===== config.mk =====
export PLATFORM = sky130hd
export DESIGN_NAME = mux_sel_arbiter8
export DESIGN_NICKNAME = d
export VERILOG_FILES = /design/src/rtl/mux_sel_arbiter8_pkg.sv /design/src/rtl/mux_sel_arbiter8_rr_pick8.sv /design/src/rtl/mux_sel_arbiter8.sv
export SDC_FILE = /design/constraint.sdc
export NUM_CORES = 1
export LEC_CHECK = 0
export CORE_MARGIN = 2
export CORE_UTILIZATION = 50
export DETAILED_ROUTE_END_ITERATION = 16
export PLACE_DENSITY_LB_ADDON = 0.05
export SYNTH_ARGS = -nofsm -noshare
export SYNTH_HDL_FRONTEND = slang
export SYNTH_SLANG_ARGS = --single-unit

===== constraint.sdc =====
create_clock -name clk -period 6.3 [get_ports clk]
set_clock_uncertainty 0.05 [all_clocks]
set_input_delay 1.26 -clock clk [delete_from_list [all_inputs] [get_ports clk]]
set_output_delay 1.26 -clock clk [all_outputs]
set_load 0.01 [all_outputs]

===== src/rtl/mux_sel_arbiter8_pkg.sv =====
// Shared widths, FSM encoding and helpers for the 8-way round-robin selector arbiter.
package mux_sel_arbiter8_pkg;

   localparam int NUM_REQ = 8;
   localparam int IDX_W   = 3;
   localparam int SEL_W   = 8;
   localparam int CNT_W   = 8;

   typedef enum logic {
      IDLE  = 1'b0,
      OWNED = 1'b1
   } arb_state_e;

   function automatic logic [NUM_REQ-1:0] onehot8(input logic [IDX_W-1:0] idx);
      return NUM_REQ'(1) << idx;
   endfunction

endpackage


===== src/rtl/mux_sel_arbiter8_rr_pick8.sv =====
// Rotating first-set finder: returns the first requester at or after ptr_i, wrapping mod 8.
module rr_pick8
   import mux_sel_arbiter8_pkg::*;
(
   input  logic [NUM_REQ-1:0] req_i,
   input  logic [IDX_W-1:0]   ptr_i,
   output logic               found_o,
   output logic [IDX_W-1:0]   idx_o
);

   logic [IDX_W-1:0] cand;

   always_comb begin
      found_o = 1'b0;
      idx_o   = '0;
      cand    = '0;
      for (int k = 0; k < NUM_REQ; k++) begin
         cand = ptr_i + IDX_W'(k);
         if (!found_o && req_i[cand]) begin
            found_o = 1'b1;
            idx_o   = cand;
         end
      end
   end

endmodule


===== src/rtl/mux_sel_arbiter8.sv =====
// Round-robin owner arbitration for the shared 8:1 byte mux, with a hold timeout when others wait.
// state | meaning
// IDLE  | no owner; arbitrate from ptr_q this cycle
// OWNED | grant held by sel_q until rel, request drop, or hold timeout
module mux_sel_arbiter8
   import mux_sel_arbiter8_pkg::*;
#(
   parameter int    UUID     = 0,
   parameter string NAME     = "",
   parameter int    MAX_HOLD = 16
) (
   input  logic               clk,
   input  logic               rst,
   input  logic [NUM_REQ-1:0] req,
   input  logic               rel,
   output logic [NUM_REQ-1:0] grant,
   output logic [SEL_W-1:0]   Selector,
   output logic               busy,
   output logic               timeout
);

   if (MAX_HOLD < 0 || MAX_HOLD > 255) begin : g_bad_max_hold
      $error("mux_sel_arbiter8 %s (uuid %0d): MAX_HOLD %0d outside 0..255", NAME, UUID, MAX_HOLD);
   end

   localparam logic             HOLD_EN   = (MAX_HOLD != 0);
   localparam logic [CNT_W-1:0] HOLD_LAST = HOLD_EN ? CNT_W'(MAX_HOLD - 1) : '0;

   arb_state_e         state_q, state_d;
   logic [NUM_REQ-1:0] grant_q, grant_d;
   logic [IDX_W-1:0]   sel_q, sel_d;
   logic [IDX_W-1:0]   ptr_q, ptr_d;
   logic [CNT_W-1:0]   cnt_q, cnt_d;
   logic               timeout_q, timeout_d;

   logic               pick_found;
   logic [IDX_W-1:0]   pick_idx;
   logic               rel_own;
   logic               hold_hit;
   logic               others_wait;
   logic               rel_force;

   rr_pick8 u_pick (
      .req_i   (req),
      .ptr_i   (ptr_q),
      .found_o (pick_found),
      .idx_o   (pick_idx)
   );

   assign rel_own     = rel | ~req[sel_q];
   assign hold_hit    = HOLD_EN && (cnt_q == HOLD_LAST);
   assign others_wait = |(req & ~grant_q);
   assign rel_force   = hold_hit & others_wait;

   always_comb begin
      state_d   = state_q;
      grant_d   = grant_q;
      sel_d     = sel_q;
      ptr_d     = ptr_q;
      cnt_d     = cnt_q;
      timeout_d = 1'b0;
      case (state_q)
         IDLE: begin
            if (pick_found) begin
               state_d = OWNED;
               grant_d = onehot8(pick_idx);
               sel_d   = pick_idx;
               cnt_d   = '0;
            end
         end
         OWNED: begin
            // Selector deliberately keeps the last owner so the mux input does not move on release.
            if (rel_own || rel_force) begin
               state_d   = IDLE;
               grant_d   = '0;
               ptr_d     = sel_q + IDX_W'(1);
               timeout_d = rel_force & ~rel_own;
            end else if (HOLD_EN && !hold_hit) begin
               cnt_d = cnt_q + CNT_W'(1);
            end
         end
         default: state_d = IDLE;
      endcase
   end

   always_ff @(posedge clk or negedge rst) begin
      if (!rst) begin
         state_q   <= IDLE;
         grant_q   <= '0;
         sel_q     <= '0;
         ptr_q     <= '0;
         cnt_q     <= '0;
         timeout_q <= 1'b0;
      end else begin
         state_q   <= state_d;
         grant_q   <= grant_d;
         sel_q     <= sel_d;
         ptr_q     <= ptr_d;
         cnt_q     <= cnt_d;
         timeout_q <= timeout_d;
      end
   end

   assign grant    = grant_q;
   assign Selector = {{(SEL_W-IDX_W){1'b0}}, sel_q};
   assign busy     = (state_q == OWNED);
   assign timeout  = timeout_q;

endmodule


# Word level (Yosys, flattened, before mapping)
# Cells that the tools add are included.
dict set report totals {
  ff_bits 24
  inputBits 11
  output_inout_bits 18
  word_cells 104
}
dict set report classes {
  addsub 9
  order_cmp 9
  eq_ne 5
  shifts 1
  mux 46
  bitwise_logic 8
  reduce_logical 20
}
# cell n
set ops {}
lappend ops {{$mux 8} 5}
lappend ops {{$lt 3x4->1 const B} 9}
lappend ops {{$pmux 8 s2} 2}
lappend ops {{$bmux 1 s3} 9}
lappend ops {{$mux 3} 8}
lappend ops {{$mux 1} 21}
lappend ops {{$add 3x3->3 const B} 4}
lappend ops {{$add 8x1->8 const B} 1}
lappend ops {{$and 8x8->8} 1}
lappend ops {{$eq 8x4->1 const B} 1}
lappend ops {{$not 8->8} 1}
lappend ops {{$reduce_or 8->1} 1}
lappend ops {{$shl 1x3->8 const A} 1}
lappend ops {{$logic_and 1x1->1} 7}
lappend ops {{$logic_not 1->1} 7}
lappend ops {{$add 3x1->3 const B} 2}
lappend ops {{$add 3x2->3 const B} 2}
lappend ops {{$ne 2x2->1 const B} 3}
lappend ops {{$reduce_and 2->1} 3}
lappend ops {{$not 1->1} 3}
lappend ops {{$reduce_and 3->1} 1}
lappend ops {{$and 1x1->1} 2}
lappend ops {{$ne 2x1->1 const B} 1}
lappend ops {{$pmux 1 s2} 1}
lappend ops {{2 further kinds} 2}

# Longest topological paths before layout
# Gate-level depths: netlist of run 1.
dict set report logic_depth {
  word_depth 27
  ltp_mapped 14
  depth_no_buf 9
}

# Cells and area by module
# A second synthesis of run 1 with hierarchy kept.
dict set report unflattened {
  cells_unflattened 252
  area_unflattened_um2 2401.1
}
# module instances cells_each area_per_inst_um2
set modules_own_cells {}
lappend modules_own_cells {mux_sel_arbiter8 1 131 1320.0}
lappend modules_own_cells {rr_pick8 1 121 1081.0}

# Worst setup path after synthesis of run 1
# OpenSTA, ideal clock, no wires.
dict set report synth_timing {
  path_kind {input-to-reg}
  startpoint {input req[2]}
  endpoint {register grant_q[0] (netlist: grant[0])}
  arrival_ps 3645
  t_required_ps 6128
  path_slack_ps 2483
  stages 9
  path_cell_list {buf_2 > mux4_2 > mux2_4 > o32a_4 > or2_0 > buf_2 > o31a_1 > o32a_2 > a32o_1}
}
dict set report synth_via {
  elab_chain_len 27
  elab_cells_between_ends 60
}
# item line
set synth_lines {}
lappend synth_lines {{from (decl)} mux_sel_arbiter8.sv:14} ;# input logic [NUM_REQ-1:0] req,
lappend synth_lines {{$bmux 1 s3} mux_sel_arbiter8_rr_pick8.sv:19} ;# if (!found_o && req_i[cand]) begin
lappend synth_lines {{$mux 1 (not written as such)} mux_sel_arbiter8_rr_pick8.sv:19}
lappend synth_lines {{$mux 1} mux_sel_arbiter8_rr_pick8.sv:19}
lappend synth_lines {{$logic_not 1->1} mux_sel_arbiter8_rr_pick8.sv:19}
lappend synth_lines {{$logic_and 1x1->1} mux_sel_arbiter8_rr_pick8.sv:19}
lappend synth_lines {{$mux 1} mux_sel_arbiter8_rr_pick8.sv:19}
lappend synth_lines {{$logic_not 1->1} mux_sel_arbiter8_rr_pick8.sv:19}
lappend synth_lines {{$logic_and 1x1->1} mux_sel_arbiter8_rr_pick8.sv:19}
lappend synth_lines {{[11 not listed]} n/a}
lappend synth_lines {{$logic_and 1x1->1} mux_sel_arbiter8_rr_pick8.sv:19}
lappend synth_lines {{$mux 1} mux_sel_arbiter8_rr_pick8.sv:19}
lappend synth_lines {{$logic_not 1->1} mux_sel_arbiter8_rr_pick8.sv:19}
lappend synth_lines {{$logic_and 1x1->1} mux_sel_arbiter8_rr_pick8.sv:19}
lappend synth_lines {{$mux 3} mux_sel_arbiter8_rr_pick8.sv:19}
lappend synth_lines {{$shl 1x3->8} mux_sel_arbiter8_pkg.sv:15} ;# return NUM_REQ'(1) << idx;
lappend synth_lines {{$mux 8} mux_sel_arbiter8.sv:64} ;# if (pick_found) begin
lappend synth_lines {{$pmux 8 s2} mux_sel_arbiter8.sv:62} ;# case (state_q)
lappend synth_lines {{to (signal assigned)} mux_sel_arbiter8.sv:96} ;# grant_q <= grant_d;
lappend synth_lines {{to (decl)} mux_sel_arbiter8.sv:30} ;# logic [NUM_REQ-1:0] grant_q, grant_d;
# Several ways; a longest one is shown, not always the timed one. The select of a mux whose other input is x is not followed.
# A chain may end at the register's enable or synchronous reset.

# Worst setup path after layout of run 1
dict set report layout_timing {
  startpoint {register ptr_q[0]}
  endpoint {register grant_q[3] (netlist: grant[3])}
}
dict set report layout_via {
  elab_chain_len 27
  elab_cells_between_ends 58
}
# item line
set layout_lines {}
lappend layout_lines {{from (decl)} mux_sel_arbiter8.sv:32} ;# logic [IDX_W-1:0] ptr_q, ptr_d;
lappend layout_lines {{from (signal assigned)} mux_sel_arbiter8.sv:98} ;# ptr_q <= ptr_d;
lappend layout_lines {{branches (longest 27 deep; another with $add 3x1->3)} n/a}
# Parallel ways; which one is timed is not known. The select of a mux whose other input is x is not followed.

==> reports/metrics.csv, run 1 <==
stage,metric,value,unit
final_layout,final_cells,292,
route,num_vias,1910,
timing,tns,0,ns
floorplanning,die_area,5090,um2
yosys,yosys_register_bits,24,
yosys,ys_types,52,
yosys,yosys_most_used_dff,dfrtp_1,
route,drt_iter0_drc,198,
placement,placed_cells,288,
timing,finalHoldViolations,0,
final_layout,area_growth,10.4,%
hold_path,hold_path.class,reg -> reg,
critical_path,critical_path_class,reg -> reg,
clock_tree,clkSinkCount,24,
grt,track_usage,0.245,
timing,slew_violations,0,
clock_tree,clock_latency,0.27,ns
yosys,synth_top_area_share,0.265,
timing,worst-slew-pin-transition,1.06,ns
clock_tree,post_cts_buffers,0,
clock_tree,clk_path_buf_depth,2,
power_and_ir_drop,p_sw,0.731,mW
power_and_ir_drop,sequentialPowerShare,0.205,
grt,antenna_found_initial,0,
critical_path,slowest_delay,0.78,ns
route,totalWireLength,5860,um
route,dr.pass1.iters,4,
timing,clock.fmax,223,MHz
floorplanning,initial_utilization,0.520,
timing,period_minus_slack,4.48,ns
timing,rsz0062_at_grt,false,
clock_tree,htreeDepth,1,
clock_tree,path_clk_slew,0.08,ns
critical_path,end_kind,register,
floorplanning,die_w,71.3,um
clock_tree,clockRootBuffer,clkbuf_8,
final_layout,design_area,2500,um2
clock_tree,ctsHoldBuffers,0,
floorplanning,core,4350,um2
timing,setup_viol,0,
yosys,synthTopCellsByArea,"dfrtp_1 (27%), mux4_2 (15%), mux2i_1 (8.0%), a32o_1 (3.5%), nor2_1 (3.0%)",
clock_tree,numCtsBuffers,3,
power_and_ir_drop,power_density,596,nW/um2
route,drc,0,
grt,grt_first_pass_wirelength,9850,um
yosys,ys_seq_area_frac,0.265,
yosys,synth_edf_count,0,
timing,whs,0.482,ns
yosys,netlist_instances,235,
yosys,syn_area,2270,um2
placement,hpwl,4550,um
grt,grt_max_degree,25,
run_status,status,"finished, final reports clean",
timing,slew_headroom,0.293,
grt,gr-total-overflow,0,
floorplanning,rows,24,
clock_tree,tritoncts,done,
placement,io_buffers,23,
power_and_ir_drop,ir_drop,0.225,mV
floorplanning,dieHeight,71.3,um
route,antenna_left,0,
yosys,async_flop_share,1.00,
critical_path,worstPathArrival,4.63,ns
yosys,yosysWarnings,0,
placement,gp_congestion,0.951,
critical_path,cp_max_fo,15,
power_and_ir_drop,leakagePower,1.04,nW
power_and_ir_drop,netSwitchingFraction,0.491,
timing,post-route-period-util,0.711,
clock_tree,cts_resized,0,
floorplanning,ioPinCount,29,
yosys,synth_top_cell_by_area,dfrtp_1,
route,vias_per_cell,6.54,
critical_path,path_cells,"inv_2, ha_1, mux4_2, mux2_4, o32a_4, or2_0, o31a_1, o32ai_1, a32o_1",
power_and_ir_drop,pwr-share-clk,0.090,
job,drv_cap,0,
placement,place_area,2430,um2
critical_path,crit_required,6.46,ns
power_and_ir_drop,p_comb_frac,0.705,
final_layout,drive_gt1_frac,0.125,
final_layout,fillCellCount,374,
final_layout,antennaDiodeCount,0,
grt,grt_pass1_vias,1958,
critical_path,startpoint_type,register,
critical_path,cp_slowest_cell,dfrtp_1,
power_and_ir_drop,p_int,0.759,mW
route,routedWlPerCell,20.1,um
final_layout,num-nets-final,256,
yosys,syn_area_per_cell,9.64,um2
placed cells by master (no fill, tap or decap), types with 4 or more instances in the layout:
cell,count
nor2_1,18
mux4_2,15
mux2i_1,18
ha_1,4
a21oi_1,10
dfrtp_1,24
nand2_1,8
xnor2_1,6
a32o_1,8
xor2_1,4
mux2_2,5
o21ai_0,6
inv_1,16
o22ai_1,5
conb_1,5
nand3_1,7
nor3_1,7
nor4_1,5
clkdlybuf4s50_1,23
worst paths after layout:
path	start	cells past startpoint	slack [ns]	endpoint
worst max-delay path	ptr_q[0]$_DFFE_PN0P_	9	1.82	grant[3]$_DFFE_PN0P_
max in group asynchronous	rst	1	4.05	cnt_q[3]$_DFFE_PN0P_
worst max register to register	ptr_q[0]$_DFFE_PN0P_	9	1.82	grant[3]$_DFFE_PN0P_
min in group asynchronous	rst	1	1.51	cnt_q[4]$_DFFE_PN0P_
worst min register to register	cnt_q[0]$_DFFE_PN0P_	1	0.48	cnt_q[0]$_DFFE_PN0P_
worst min-delay path	cnt_q[0]$_DFFE_PN0P_	1	0.48	cnt_q[0]$_DFFE_PN0P_
sequential cells by signal, indices dropped and copies added (netlist names):
| signal | cells |
|---|---|
| busy | 1 |
| sel_q | 3 |
| grant | 8 |
| ptr_q | 3 |
| timeout | 1 |
| cnt_q | 8 |
cell families (layout without fill, tap and decap cells):
logic type	after synthesis	after routing	synth area share
AND/OR/NAND/NOR	58	58	0.131
AO/OA/AOI/OAI	55	55	0.187
XOR/XNOR	10	10	0.0387
buffers and inverters	44	45	0.0944
multiplexers	39	39	0.260
adder cells (fa/ha/maj)	4	4	0.0221
flip-flops	24	24	0.265
other	1	5	0.00165
layer usage:
metal  track usage  vias up  wire (um)
li1              -      892          -
met3        0.0113       13        272
met1         0.323      952       2330
met2         0.430       53       3120
met4        0.0881        0        134
met5             0        -          0
power groups by stage:
stage          Clock [mW]  Combinational (mW)  Sequential, mW
3_5_place_dp            0                1.04           0.308
4_1_cts             0.137                1.04           0.304
3_3_place_gp            0                1.01           0.302
5_1_grt             0.143                1.14           0.317
6_report            0.134                1.05           0.306
2_1_floorplan           0               0.868           0.248
cell usage after synthesis, drive strengths merged (2+ instances only):
cell type / number
a21o: 2
nor2: 18
a41o: 2
nor4: 6
xnor2: 6
and3: 3
o21ai: 6
nor3: 7
buf: 20
a211oi: 3
mux4: 15
o22ai: 5
clkbuf: 6
or3: 3
inv: 18
a31oi: 2
o41ai: 2
a21boi: 2
nand2: 8
ha: 4
dfrtp: 24
a32o: 8
xor2: 4
o32a: 2
nand3b: 2
mux2i: 18
a21oi: 10
mux2: 6
nand3: 7
critical path, delay by kind of cell, from the launching register on:
kind | cells | cell delay [ns]
AOI/OAI and AO/OA | 4 | 1.32
and+or+nand+nor | 1 | 0.33
muxes | 2 | 0.93
DFF | 1 | 0.78
buffers and inverters | 1 | 0.26
adders and majority gates | 1 | 0.74
area by class of cell:
type,count,area [um2],share of cell area
Clock buffer,3,41.3,0.0165
Clock inverter,1,30.0,0.0120
Inverter,18,67.6,0.0270
Multi-Input combinational cell,171,1470,0.586
Sequential cell,24,601,0.240
Tap cell,52,65.1,0.0260
Timing Repair Buffer,23,230,0.0920
stage by stage:
stage | util | setup slack [ns] | power, mW
after global placement | 0.558 | 1.84 | 1.31
after global routing | 0.574 | 1.53 | 1.60
after floorplan | - | 2.48 | 1.12
final | 0.574 | 1.82 | 1.49
after detailed placement | 0.558 | 1.78 | 1.35
after CTS | 0.574 | 1.81 | 1.48
Note: power is estimated with default switching activity, not from simulation.
==> run 2, diff against run 1 <==
==> constraint.sdc (replaced) <==
create_clock -name clk -period 3.7 [get_ports clk]
set_clock_uncertainty 0.05 [all_clocks]
set_input_delay 0.74 -clock clk [delete_from_list [all_inputs] [get_ports clk]]
set_output_delay 0.74 -clock clk [all_outputs]
set_load 0.01 [all_outputs]
==> run 2 against run 1 <==
  * Clock-buffer cell count unchanged
  * Sequential power rose by 50%
  * Power grew 78%
  * Via count is 4.9% higher
  * Register-to-register slack worse by 1.4 ns
  * Global-route usage is 0.23 points higher
  * Routed wire length grew 1.2%
  * Die area stayed put
  * Sequential share of layout area fell by 1.6 points
  * Worst setup slack worse by 1.6 ns
  * Clock power rose by 69%
  * Critical path type is now in -> reg
  * Critical endpoint unchanged
  * Largest cell class unchanged
  * Largest power group unchanged
  * Highest routed layer unchanged
==> reports/metrics.csv, run 2 (synthesized netlist as in run 1, its figures left out) <==
stage,metric,value,unit,change
critical_path,end_kind,register,,
grt,grt_first_pass_wirelength,10200,um,+3.2%
floorplanning,dieHeight,71.3,um,unchanged
placement,place_area,2600,um2,+7.1%
final_layout,num-nets-final,279,,+9.0%
critical_path,crit_required,3.85,ns,-2.61 ns
placement,hpwl,4610,um,+1.2%
critical_path,r2r_cells,10,,+1
floorplanning,die_area,5090,um2,unchanged
critical_path,r2r_start,ptr_q[0]$_DFFE_PN0P_,,
job,drv_cap,0,,unchanged
power_and_ir_drop,power_density,992,nW/um2,+67%
clock_tree,clock_latency,0.26,ns,about the same
final_layout,design_area,2670,um2,+6.9%
final_layout,antennaDiodeCount,0,,unchanged
final_layout,final_common_cell,dfrtp_1,,
timing,worst-slew-pin-transition,1.05,ns,-0.0107 ns
timing,slew_violations,0,,unchanged
critical_path,cp_max_fo,5,,-10
floorplanning,rows,24,,unchanged
critical_path,crit_end,grant[3]$_DFFE_PN0P_,,
critical_path,critical_path_class,in -> reg,,
route,antenna_left,0,,unchanged
grt,track_usage,0.247,,+0.00232
clock_tree,clk_path_buf_depth,2,,unchanged
timing,clock.fmax,291,MHz,
critical_path,crit_start,req[7],,
route,vias_per_cell,6.36,,-2.8%
clock_tree,path_clk_slew,0.09,ns,about the same
timing,rsz0062_at_grt,false,,
run_status,status,"finished, final reports clean",,
floorplanning,ioPinCount,29,,unchanged
timing,finalHoldViolations,0,,unchanged
clock_tree,ctsHoldBuffers,0,,unchanged
final_layout,seq_area,601,um2,unchanged
final_layout,area_growth,18.0,%,
route,num_vias,2003,,+4.9%
clock_tree,post_cts_buffers,0,,unchanged
critical_path,rrSetupSlack,0.41,ns,-1.41 ns
route,totalWireLength,5930,um,+1.2%
critical_path,reg2reg_to,grant[3]$_DFFE_PN0P_,,
route,drc,0,,unchanged
clock_tree,clkSinkCount,24,,unchanged
final_layout,multiInputGateArea,1470,um2,unchanged
final_layout,fillCellCount,359,,-4.0%
timing,setup_viol,0,,unchanged
clock_tree,tritoncts,done,,
route,routedWlPerCell,18.8,um,-6.2%
clock_tree,clockRootBuffer,clkbuf_8,,
final_layout,drive_gt1_frac,0.202,,+0.0765
power_and_ir_drop,ir_drop,0.442,mV,+97%
hold_path,hold_path.class,reg -> reg,,
floorplanning,die_w,71.3,um,unchanged
power_and_ir_drop,leakagePower,1.15,nW,+11%
clock_tree,cts_resized,0,,unchanged
route,dr.pass1.iters,4,,unchanged
floorplanning,initial_utilization,0.520,,unchanged
placement,gp_congestion,0.869,,-8.6%
critical_path,worstPathArrival,3.59,ns,-1.04 ns
final_layout,final_cell_mix,"dfrtp_1 (24), clkdlybuf4s50_1 (23), buf_4 (23), mux2i_1 (18), nor2_1 (18)",,
grt,gr-total-overflow,0,,unchanged
floorplanning,core,4350,um2,unchanged
clock_tree,numCtsBuffers,3,,unchanged
route,drt_iter0_drc,178,,-10%
timing,post-route-period-util,0.930,,
placement,io_buffers,23,,unchanged
grt,antenna_found_initial,0,,unchanged
grt,grt_max_degree,25,,unchanged
critical_path,startpoint_type,input pin,,
timing,tns,0,ns,unchanged
timing,slew_headroom,0.300,,+0.00713
timing,period_minus_slack,3.44,ns,
grt,grt_pass1_vias,2090,,+6.7%
clock_tree,htreeDepth,1,,unchanged
run 2: changes by cell type in the layout (fill, tap and decap cells not counted):
cell	change
buf_4	+23
run 2: stage by stage:
stage                      util  cells  hold slack [ns]  setup slack, ns  power, mW
after floorplan               -    239            0.394           0.0246       1.90
after global placement    0.598    311            0.462           0.0640       2.35
after detailed placement  0.598    311            0.469         -0.00153       2.40
after CTS                 0.614    315            0.489            0.276       2.63
after global routing      0.614    315            0.512           0.0924       2.87
final                     0.614    315            0.495            0.260       2.65
run 2: metal layers:
metal	global-route usage	vias to the layer above	part of all wire
li1	-	935	-
met1	0.306	973	0.41
met2	0.436	81	0.52
met3	0.0281	14	0.047
met4	0.105	0	0.019
met5	0	-	0
run 2: worst min-delay path by stage:
stage                     slack (ns)                   end                  from  cells after the start
final                           0.49  grant[0]$_DFFE_PN0P_  grant[0]$_DFFE_PN0P_                      1
after global routing            0.51  grant[0]$_DFFE_PN0P_  grant[0]$_DFFE_PN0P_                      1
after CTS                       0.49  grant[0]$_DFFE_PN0P_  grant[0]$_DFFE_PN0P_                      1
after detailed placement        0.47  grant[4]$_DFFE_PN0P_  grant[4]$_DFFE_PN0P_                      1
after global placement          0.46  cnt_q[0]$_DFFE_PN0P_  cnt_q[0]$_DFFE_PN0P_                      1
after floorplan                 0.39        busy$_DFF_PN0_                   rst                      0
run 2: layout make-up:
cell class	instances	share of cell area
Clock buffer	3	0.0154
Clock inverter	1	0.0112
Inverter	18	0.0253
Multi-Input combinational cell	171	0.548
Sequential cell	24	0.225
Tap cell	52	0.0243
Timing Repair Buffer	46	0.151
run 2: critical path: stages:
cell	delay, ns
clkdlybuf4s50_1	0.47
mux4_2	0.53
mux2_4	0.28
o32a_4	0.37
or2_0	0.31
o31a_1	0.33
o32ai_1	0.31
a32o_1	0.26
run 2: where the power goes:
part | internal [mW] | leakage, nW | switching [mW] | total [mW]
clock | 0.145 | 0.0357 | 0.0822 | 0.227
sequential | 0.337 | 0.315 | 0.123 | 0.460
combinational | 0.924 | 0.801 | 1.04 | 1.97
total | 1.41 | 1.15 | 1.25 | 2.65
